<file path="src/rtl/pw_layer_sequencer.sv">
// Pointwise 1x1 layer sequencer: drives the conv engine one output channel at a time.
// Optional build macro PW_SEQ_RELU_EN clamps negative results to zero.
module pw_layer_sequencer #(
    parameter int NUM_MACS = 16,
    parameter int TIMEOUT  = 256
) (
    input  logic                  clock,
    input  logic                  reset,
    input  logic                  start,
    input  logic [9:0]            cfg_in_ch,
    input  logic [9:0]            cfg_out_ch,
    output logic                  busy,
    output logic                  done,
    output logic                  err,
    output logic                  wt_rd_en,
    output logic [15:0]           wt_rd_addr,
    input  logic [8*NUM_MACS-1:0] wt_rd_data,
    output logic                  act_rd_en,
    output logic [5:0]            act_rd_addr,
    input  logic [8*NUM_MACS-1:0] act_rd_data,
    output logic [9:0]            eng_num_in_ch,
    output logic [9:0]            eng_num_out_ch,
    output logic [8*NUM_MACS-1:0] eng_act,
    output logic [8*NUM_MACS-1:0] eng_wt,
    output logic                  eng_start,
    output logic                  eng_clear,
    output logic                  eng_load,
    input  logic [31:0]           eng_result,
    input  logic                  eng_result_valid,
    output logic                  out_valid,
    input  logic                  out_ready,
    output logic [31:0]           out_data,
    output logic [9:0]            out_ch
);

    localparam int TW = $clog2(TIMEOUT + 1);

    typedef enum logic [3:0] {
        S_IDLE,
        S_OC_START,
        S_FETCH,
        S_LOAD,
        S_GAP1,
        S_GAP2,
        S_WAIT_RES,
        S_EMIT,
        S_FIN
    } state_t;

    state_t          state;
    logic [9:0]      in_ch;
    logic [9:0]      out_n;
    logic [15:0]     nb;
    logic [5:0]      nb_m1;
    logic [5:0]      b;
    logic [9:0]      oc;
    logic [15:0]     base;
    logic [TW-1:0]   tmr;
    logic [10:0]     nb_calc;
    logic [16:0]     lane_base;
    logic [31:0]     res_q;

    assign eng_num_out_ch = 10'd1;
    assign nb_calc = ({1'b0, cfg_in_ch} + 11'(NUM_MACS - 1)) / 11'(NUM_MACS);

    // Lanes past the last input channel are zeroed; only the last batch can hit this.
    always_comb begin
        eng_wt    = '0;
        eng_act   = '0;
        lane_base = 17'(b) * 17'(NUM_MACS);
        if (state == S_LOAD) begin
            for (int i = 0; i < NUM_MACS; i++) begin
                if ((lane_base + 17'(i)) < {7'd0, in_ch}) begin
                    eng_wt[8*i +: 8]  = wt_rd_data[8*i +: 8];
                    eng_act[8*i +: 8] = act_rd_data[8*i +: 8];
                end
            end
        end
    end

    always_comb begin
`ifdef PW_SEQ_RELU_EN
        res_q = eng_result[31] ? 32'd0 : eng_result;
`else
        res_q = eng_result;
`endif
    end

    always_ff @(posedge clock) begin
        if (reset) begin
            state         <= S_IDLE;
            in_ch         <= '0;
            out_n         <= '0;
            nb            <= '0;
            nb_m1         <= '0;
            b             <= '0;
            oc            <= '0;
            base          <= '0;
            tmr           <= '0;
            busy          <= 1'b0;
            done          <= 1'b0;
            err           <= 1'b0;
            wt_rd_en      <= 1'b0;
            wt_rd_addr    <= '0;
            act_rd_en     <= 1'b0;
            act_rd_addr   <= '0;
            eng_num_in_ch <= '0;
            eng_start     <= 1'b0;
            eng_clear     <= 1'b0;
            eng_load      <= 1'b0;
            out_valid     <= 1'b0;
            out_data      <= '0;
            out_ch        <= '0;
        end else begin
            done      <= 1'b0;
            eng_start <= 1'b0;
            eng_clear <= 1'b0;
            eng_load  <= 1'b0;
            wt_rd_en  <= 1'b0;
            act_rd_en <= 1'b0;
            unique case (state)
                S_IDLE: begin
                    if (start) begin
                        err <= 1'b0;
                        if (cfg_in_ch == 10'd0 || cfg_out_ch == 10'd0) begin
                            done  <= 1'b1;
                            state <= S_FIN;
                        end else begin
                            in_ch         <= cfg_in_ch;
                            eng_num_in_ch <= cfg_in_ch;
                            out_n         <= cfg_out_ch;
                            nb            <= 16'(nb_calc);
                            nb_m1         <= 6'(nb_calc - 11'd1);
                            oc            <= '0;
                            base          <= '0;
                            b             <= '0;
                            busy          <= 1'b1;
                            eng_start     <= 1'b1;
                            eng_clear     <= 1'b1;
                            state         <= S_OC_START;
                        end
                    end
                end
                S_OC_START: begin
                    b           <= '0;
                    wt_rd_en    <= 1'b1;
                    act_rd_en   <= 1'b1;
                    wt_rd_addr  <= base;
                    act_rd_addr <= '0;
                    state       <= S_FETCH;
                end
                S_FETCH: begin
                    eng_load <= 1'b1;
                    state    <= S_LOAD;
                end
                S_LOAD: state <= S_GAP1;
                S_GAP1: state <= S_GAP2;
                S_GAP2: begin
                    if (b != nb_m1) begin
                        b           <= b + 6'd1;
                        wt_rd_en    <= 1'b1;
                        act_rd_en   <= 1'b1;
                        wt_rd_addr  <= base + 16'(b) + 16'd1;
                        act_rd_addr <= b + 6'd1;
                        state       <= S_FETCH;
                    end else begin
                        tmr   <= '0;
                        state <= S_WAIT_RES;
                    end
                end
                S_WAIT_RES: begin
                    if (eng_result_valid) begin
                        out_valid <= 1'b1;
                        out_data  <= res_q;
                        out_ch    <= oc;
                        state     <= S_EMIT;
                    end else if (tmr == TW'(TIMEOUT - 1)) begin
                        err       <= 1'b1;
                        eng_clear <= 1'b1;
                        done      <= 1'b1;
                        busy      <= 1'b0;
                        state     <= S_FIN;
                    end else begin
                        tmr <= tmr + 1'b1;
                    end
                end
                S_EMIT: begin
                    if (out_ready) begin
                        out_valid <= 1'b0;
                        if (oc == out_n - 10'd1) begin
                            done  <= 1'b1;
                            busy  <= 1'b0;
                            state <= S_FIN;
                        end else begin
                            oc        <= oc + 10'd1;
                            base      <= base + nb;
                            eng_start <= 1'b1;
                            eng_clear <= 1'b1;
                            state     <= S_OC_START;
                        end
                    end
                end
                S_FIN: state <= S_IDLE;
                default: state <= S_IDLE;
            endcase
        end
    end

endmodule

</file>
<file path="config.mk">
export PLATFORM = sky130hd
export DESIGN_NAME = pw_layer_sequencer
export DESIGN_NICKNAME = d
export VERILOG_FILES = /design/src/rtl/pw_layer_sequencer.sv
export SDC_FILE = /design/constraint.sdc
export NUM_CORES = 1
export LEC_CHECK = 0
export ABC_AREA = 0
export CORE_AREA = 2 2 261 263
export DETAILED_ROUTE_END_ITERATION = 10
export DIE_AREA = 0 0 263 265
export GPL_ROUTABILITY_DRIVEN = 1
export PLACE_DENSITY = 0.46
export SLEW_MARGIN = 0
export SYNTH_ARGS = -nofsm -noshare
export SYNTH_HDL_FRONTEND = slang
export SYNTH_SLANG_ARGS = --single-unit
</file>
<file path="constraint.sdc">
create_clock -name clock -period 4.3 [get_ports clock]
set_clock_uncertainty 0.05 [all_clocks]
set_input_delay 0.86 -clock clock [delete_from_list [all_inputs] [get_ports clock]]
set_output_delay 0.86 -clock clock [all_outputs]
set_load 0.03 [all_outputs]
</file>
* After elaboration in Yosys (flattened, before gate mapping)
Index checks and enable logic that the tools add are counted.
** Storage, ports and cells
- Memories kept :: 0
- Word-level logic and storage cells :: 198
- Bits in latches :: 0
- Flip-flop bits (word level) :: 150
- Bits in writable memories :: 0
- Memory bits (read-only) :: 0
- Input port bits :: 313
** Operators by class
- Add/subtract/negate cells :: 24
- Multiply operators :: 0
- Bitwise gates (word level) :: 1
- Reductions and logical operators :: 21
- Shift-type cells :: 0
- Equality and inequality tests :: 22
- Muxes and demuxes :: 93
- Order comparisons :: 16
- Divide/modulo/power cells :: 0
** Operators by type and width (number)
- 128-bit two-way mux :: 2
- 8-bit two-way mux :: 32
- 11-bit by 10-bit < comparator with 1-bit output :: 15
- 10-bit by 4-bit adder with 11-bit output (second input constant) :: 9
- 16-bit two-way mux :: 5
- 16-bit case mux with 2 select lines :: 2
- 10-bit by 3-bit adder with 11-bit output (second input constant) :: 4
- 10-bit two-way mux :: 4
- 4-bit case mux with 8 select lines :: 1
- 9-bit two-way mux :: 3
- 4-bit two-way mux :: 6
- 1-bit two-way mux :: 23
- 10-bit by 2-bit adder with 11-bit output (second input constant) :: 2
- 2-bit != test (second input constant) :: 11
- 10-bit logical NOT :: 2
- 10-bit case mux with 2 select lines :: 1
- 6-bit two-way mux :: 3
- 6-bit case mux with 3 select lines :: 1
- 9-bit case mux with 2 select lines :: 1
- 16-bit by 1-bit adder with 16-bit output (second input constant) :: 1
- 16-bit by 6-bit adder with 16-bit output :: 1
- 16-bit by 7-bit adder with 16-bit output :: 1
- 4-bit by 3-bit == test with 1-bit output (second input constant) :: 4
- 6-bit case mux with 2 select lines :: 1
- 26 further kinds :: 42

* Longest topological paths before layout
Gate-level depths: netlist of run 1.
- Depth after elaboration :: 5
- Mapped depth :: 11
- Gate-level depth less buffers :: 11

* Least setup slack after synthesis of run 1
Ideal clock, no wire load.
- Kind :: reg2out
- From :: register in_ch[6]
- To :: output eng_act[100]
- Data arrival time :: 2.880 ns
- Setup slack :: 0.510 ns
- Path buffers :: 2
- Stages on the path, launching flop included :: 12
- Cell sequence :: dfxtp_1 -> inv_1 -> ha_1 -> a21o_1 -> a21o_1 -> a21o_1 -> a2111oi_2 -> nand2_1 -> buf_2 -> a21oi_1 -> clkbuf_1 -> and2_1
** Between the ends
- Word-level cells in the longest chain between the ends :: 3
** Ends and longest elaborated chain
- from (decl) :: line 51 : logic [9:0] in_ch;
- from (signal assigned) :: line 129 : in_ch <= cfg_in_ch;
- 11-bit by 10-bit < comparator with 1-bit output :: line 73 : if ((lane_base + 17'(i)) < {7'd0, in_ch}) begin
- 8-bit two-way mux :: line 73
- 128-bit two-way mux :: line 71 : if (state == S_LOAD) begin
- to (decl) :: line 23 : output logic [8*NUM_MACS-1:0] eng_act,
No other way between the ends.

* Worst setup path in the final report of run 1
- From :: register in_ch[6]
- To :: output eng_wt[116]
** Between the ends
- Word-level cells in the longest chain between the ends :: 3
** Ends and longest elaborated chain
- 11-bit by 10-bit < comparator with 1-bit output :: line 73
- 8-bit two-way mux :: line 73
- 128-bit two-way mux :: line 71
- to (decl) :: line 24 : output logic [8*NUM_MACS-1:0] eng_wt,
No other way between the ends.

==> results of run 1 <==
## layer usage
layer	up-vias	global-route usage	part of all wire
met2	578	0.3760	0.53
li1	5409	-	-
met4	12	0.07707	0.040
met3	166	0.05611	0.071
met1	5423	0.2126	0.36
met5	-	0	0.00096
## where the power goes
part	switching, mW	internal (mW)	leakage, nW
clock	0.647	1.03	0.307
sequential	0.0621	1.45	1.22
combinational	0.664	0.603	5.53
total	1.37	3.08	7.05
## area by class of cell
cell class	count	area [µm²]	area share
Timing Repair Buffer	681	7543	0.4125
Multi-Input combinational cell	973	5847	0.3197
Sequential cell	150	3004	0.1643
Tap cell	873	1092	0.05973
Clock buffer	24	491.7	0.02689
Clock inverter	7	141.4	0.007732
Inverter	23	86.33	0.004721
Antenna cell	32	80.08	0.004379
## synth_stat cells (4+ instances only)
cell type    n
and3_1       9
nand4_1     12
o211ai_1     8
dfxtp_1    150
a31oi_1      4
nor2_1      70
clkbuf_1    58
and2_1     261
buf_6        4
a22oi_1      4
a211oi_1    20
mux2i_1      8
xnor2_1     34
o21bai_1     4
o41ai_1      5
o31ai_1     10
nand2_1    187
buf_4       11
nor3b_1      4
nor2b_1      7
or4_1        5
nand3_1     29
a21oi_1    121
buf_1        5
nor3_1      15
o21ai_0     14
inv_1       20
a2111o_1     6
o2111ai_1    6
a311oi_1     4
xor2_1      17
nor4_1       5
ha_1        26
a21o_1       9
or3_1        5
nand3b_1     6
or2_2       12
buf_2        6
## worst reg2reg max path, delay by kind of cell (launching register included)
family / cells / cell delay, ps
compound gates: 2 / 550
simple gates: 3 / 1310
buf+inv: 2 / 280
xor+xnor: 1 / 130
flops: 1 / 420
fa+ha+maj: 1 / 310
## registers in the layout, indices dropped and copies added, names as in the netlist, 7 cells and up
register	cells
in_ch	10
out_ch	10
out_data	32
tmr	9
wt_rd_addr	16
base	16
nb	7
out_n	10
oc	10
## how the worst min path moves through the flow
stage / to
2_1_floorplan: nb_m1[2]
3_3_place_gp: out_data[2]
3_5_place_dp: act_rd_addr[2]
4_1_cts: act_rd_addr[2]
5_1_grt: out_ch[4]
6_report: out_data[17]
## cells by family (layout without fill, tap and decap cells)
| kind of cell | Yosys count | after routing | synth area share |
|---|---|---|---|
| flops | 150 | 150 | 0.3241 |
| simple gates | 638 | 638 | 0.3607 |
| compound gates | 237 | 237 | 0.1646 |
| xor+xnor | 52 | 52 | 0.04996 |
| buf+inv | 107 | 735 | 0.05185 |
| other cells | 2 | 42 | 0.0008105 |
| fa+ha+maj | 28 | 28 | 0.03943 |
| mux | 8 | 8 | 0.008642 |
## what timing repair did
item                       in CTS  in global routing
setup endpoints to repair       8                 38
hold endpoints to repair        0                  0
hold buffers                    0                  0
resized for setup               7                  7
==> reports/results.tsv, run 1 <==
metric	value	unit
status	finished clean	
worst path arrival time	3170	ps
Die ar.	69700	µm²
leading area contributor after synthesis	dfxtp_1	
f_max	244.8	MHz
FF-to-FF End	eng_clear	
initial drt markers	783	
WS Path Type	reg2out	
routed vias/inst	4.194	
layout cell share with drive strength beyond 1	0.1851	
most frequent cells in the layout	clkdlybuf4s50_1 (394), and2_1 (258), nand2_1 (186)	
area post-placement	17550	µm²
Unique masters post-synth	70	
worst setup margin	215.4	ps
GPL Wtd Cong	0.9361	
Crit Path Max Fanout	16	
top post-synthesis cells by area	dfxtp_1 (32%), and2_1 (18%), nand2_1 (7.6%)	
Core Region	66800	µm²
Worst Setup SP	in_ch[6]	
Clock Tree Root	clkbuf_16	
initial antenna violation count	95	
drt total wl	72230	µm
Cell Pwr Density	243.6	nW/µm²
clock-pin slew on the worst setup and hold paths	60	ps
Post-synth EDFFs	0	
Crit path required time	3390	ps
Initial Util	0.1387	
setup TNS	0	ps
Layout Cells excl Fill	2763	
sequential-to-total area share from yosys stat	0.3241	
CTS Sinks	150	
worst-path cell with the longest stage delay	dfxtp_1	
cell count after synthesis	1222	
IO Count	662	
postcts setup bufs	0	
cell row count	95	
GR Overflow Total	0	
Max Buffers Root-to-Sink	2	
hold slack	402.0	ps
dpl cells	2700	
CTS H-tree depth	4	
TritonCTS Buffers	17	
Hold Crit Class	reg2reg	
LEAKAGE	7.053	nW
Layout area overhead	97.34	%
post-synthesis register bit count	150	
max_slew headroom	0.2460	
pre-CTS WS	462.2	ps
Post-Syn Area	9266	µm²
worst path bufs/invs	4	
worst r2r path cells	9	
critical path depth	12	
Worst IR Drop VDD	0.0002730	V
final worst path period need	4085	ps
WL/cell	26.14	µm
CP max stage delay	360	ps
commonest non-fill, non-tap cell in the layout	clkdlybuf4s50_1	
Finish-stage setup viols	0	
Final Util	0.2737	
largest net degree at the start of global routing	70	
reg2reg start	out_n[0]	
period utilisation layout	0.9499	
total vias in the final route	11590	
first-pass GRT wire length	96010	µm
Port Buffers	651	
worst-margin pin slew	1121	ps
total power	4.454	mW
hold path depth	2	
RSZ-0062 raised after global routing	no	
asr flop ratio synth	0	
Clk Latency, worst-skew pair	480	ps
Tot GR Track Use	0.2010	
top_reg_cell synth	dfxtp_1	
Ys Warns	0	
r2r setup slk	1170	ps
CP Cell Sequence	inv_1 -> ha_1 -> a21o_1 -> a21o_1 -> a21o_1 -> a2111oi_4 -> nand2_1 -> buf_4 -> a21oi_1 -> buf_4 -> and2_1 -> buf_4	
x dimension of the die	263	µm
CP delay by family, top	compound AO/OA/AOI/OAI gates	
Max Slew Vio Count	0	
Hold Fails Final Rpt	0	
Yosys top cell area share	0.3241	
Setup crit end kind	output pin	
post-detail-place hpwl	62570	µm
HP Start	out_data[17]	
Post-DRT Antenna Nets	0	
number of global-route vias before repair	11260	
drt pass-1 iters	5	
Nets	2187	
Critical Path Sink	eng_wt[116]	
crit start category	register	
DR DRC count	0	
Die Y	265	µm
syn avg cell area	7.583	µm²
Design Area, Final	18290	µm²
FILL cells	7140	
max-cap violation count	0	
CTS tree	done	
No activity file was read; power rests on OpenSTA's default activity.
==> inputs of run 2 (changes only) <==
CELL_PAD_IN_SITES_DETAIL_PLACEMENT = 1   (was not set)
CELL_PAD_IN_SITES_GLOBAL_PLACEMENT = 1   (was not set)
CORE_AREA = 2 2 255 257   (was 2 2 261 263)
DIE_AREA = 0 0 257 259   (was 0 0 263 265)
PLACE_DENSITY = 0.62   (was 0.46)
SLEW_MARGIN = not set   (was 0)
clock period = 4.9 ns   (was 4.3 ns; I/O delays follow)
==> run 2 against run 1 <==
Register-to-register slack improved by 650 ps. Via count is 5.2% lower. Flip-flop and latch count did not move. Final area fell by 5.9%.
==> reports/results.tsv, run 2 (synthesis results as in run 1) <==
metric	value	unit
Initial Util	0.1451	
pre-CTS WS	547.4	ps
worst r2r path cells	7	
drt total wl	55590	µm
Hold Crit Class	reg2reg	
number of global-route vias before repair	11470	
Nets	2178	
Finish-stage setup viols	0	
CP most frequent cell	a21o_1	
sequential power share	0.350	
LEAKAGE	6.739	nW
IO Count	662	
worst setup margin	277.5	ps
first-pass GRT wire length	78670	µm
Max Slew Vio Count	0	
setup TNS	0	ps
TritonCTS Buffers	17	
total vias in the final route	10990	
part of the power in the clock network	0.373	
Clock Tree Root	clkbuf_16	
crit start category	register	
Port Buffers	651	
routed vias/inst	4.035	
layout cell share with drive strength beyond 1	0.1763	
clock-pin slew on the worst setup and hold paths	70	ps
Max Buffers Root-to-Sink	2	
commonest non-fill, non-tap cell in the layout	clkdlybuf4s50_1	
x dimension of the die	257	µm
Setup crit end kind	output pin	
GPL Wtd Cong	0.8298	
max-cap violation count	0	
Clk Latency, worst-skew pair	460	ps
initial antenna violation count	37	
hold path depth	2	
Die ar.	66560	µm²
top flop regs	out_data (32), base (16), wt_rd_addr (16)	
Layout area overhead	85.74	%
GR Overflow Total	0	
f_max	216.3	MHz
Tot GR Track Use	0.1600	
net switching power	1.197	mW
Die Y	259	µm
Crit Path Max Fanout	16	
largest net degree at the start of global routing	67	
CTS H-tree depth	4	
CTS Sinks	150	
most frequent cells in the layout	clkdlybuf4s50_1 (410), and2_1 (260), buf_4 (223)	
Worst IR Drop VDD	0.0002281	V
Core Region	63880	µm²
Cell Pwr Density	219.1	nW/µm²
worst path arrival time	3590	ps
worst-path cell with the longest stage delay	dfxtp_1	
max_slew headroom	0.1948	
Post-DRT Antenna Nets	0	
Biggest register	out_data	
initial drt markers	448	
Largest register FFs	32	
FILL cells	7538	
final worst path period need	4623	ps
drt pass-1 iters	4	
cell row count	93	
Comb power frac	0.277	
postcts setup bufs	0	
CP Cell Sequence	ha_1 -> a21o_1 -> a21o_1 -> a21o_1 -> a2111oi_2 -> nand2_1 -> a21oi_1 -> buf_4 -> and2_1 -> buf_4	
WL/cell	20.41	µm
RSZ-0062 raised after global routing	no	
Hold Fails Final Rpt	0	
internal power	2.575	mW
worst-margin pin slew	1189	ps
DR DRC count	0	
Final Util	0.2694	
period utilisation layout	0.9434	
sw frac	0.3172	
CP max stage delay	480	ps
CTS tree	done	
WS Path Type	reg2out	
post-detail-place hpwl	46200	µm
Crit path required time	3870	ps
status	finished clean	
-- run 2: cell type report --
class                           count  area [µm²]  share of cell area
Sequential cell                   150        3003              0.1745
Antenna cell                       20       50.05            0.002908
Inverter                           23       86.33            0.005016
Timing Repair Buffer              672        6559              0.3811
Multi-Input combinational cell    973        5833              0.3389
Clock inverter                     13       171.4            0.009959
Tap cell                          855        1070             0.06215
Clock buffer                       18       439.2             0.02552
-- run 2: power groups by stage --
stage	sequential, mW	combinational [mW]	clock, mW
global route	1.33	1.12	1.50
detailed placement	1.35	1.05	0
CTS	1.32	1.06	1.46
floorplan	1.38	0.453	0
global placement	1.35	1.04	0
finish	1.32	1.05	1.41
-- run 2: timing repair --
action                     4_1_cts  5_1_grt
setup endpoints to repair        0       16
hold buffers                     0        0
gates resized for setup          0        1
-- run 2: through the flow --
stage          hold slack, ps  power (mW)  std cells  area, µm²
6_report                404.7       3.772       2724      17210
5_1_grt                 427.6       3.957       2710      17180
4_1_cts                 409.2       3.847       2704      17160
3_5_place_dp            399.6       2.404       2673      16550
3_3_place_gp            391.2       2.389       2673      16550
2_1_floorplan           395.1       1.838       1230       9296
-- run 2: layer usage --
layer  GRT usage  routed length, µm  vias up
li1            -                  -     5365
met1      0.1923              23150     5207
met2      0.2726              27000      350
met3     0.04833               3839       58
met4     0.05023               1548       10
met5           0                 53        -
-- run 2: critical path: cells and delay by family, from the launching register on --
kind                       cells  cell delay [ps]
AOI/OAI and AO/OA              5             1220
adders and majority gates      1              310
buffers and inverters          2              470
DFF                            1              480
and+or+nand+nor                2              650
-- run 2: worst paths after layout --
path | from | end | slack (ps)
setup / recovery | b[2] | eng_act[85] | 280
hold / removal | out_ch[4] | out_ch[4] | 400
setup reg to reg | state[0] | b[3] | 1820
hold reg to reg | out_ch[4] | out_ch[4] | 400
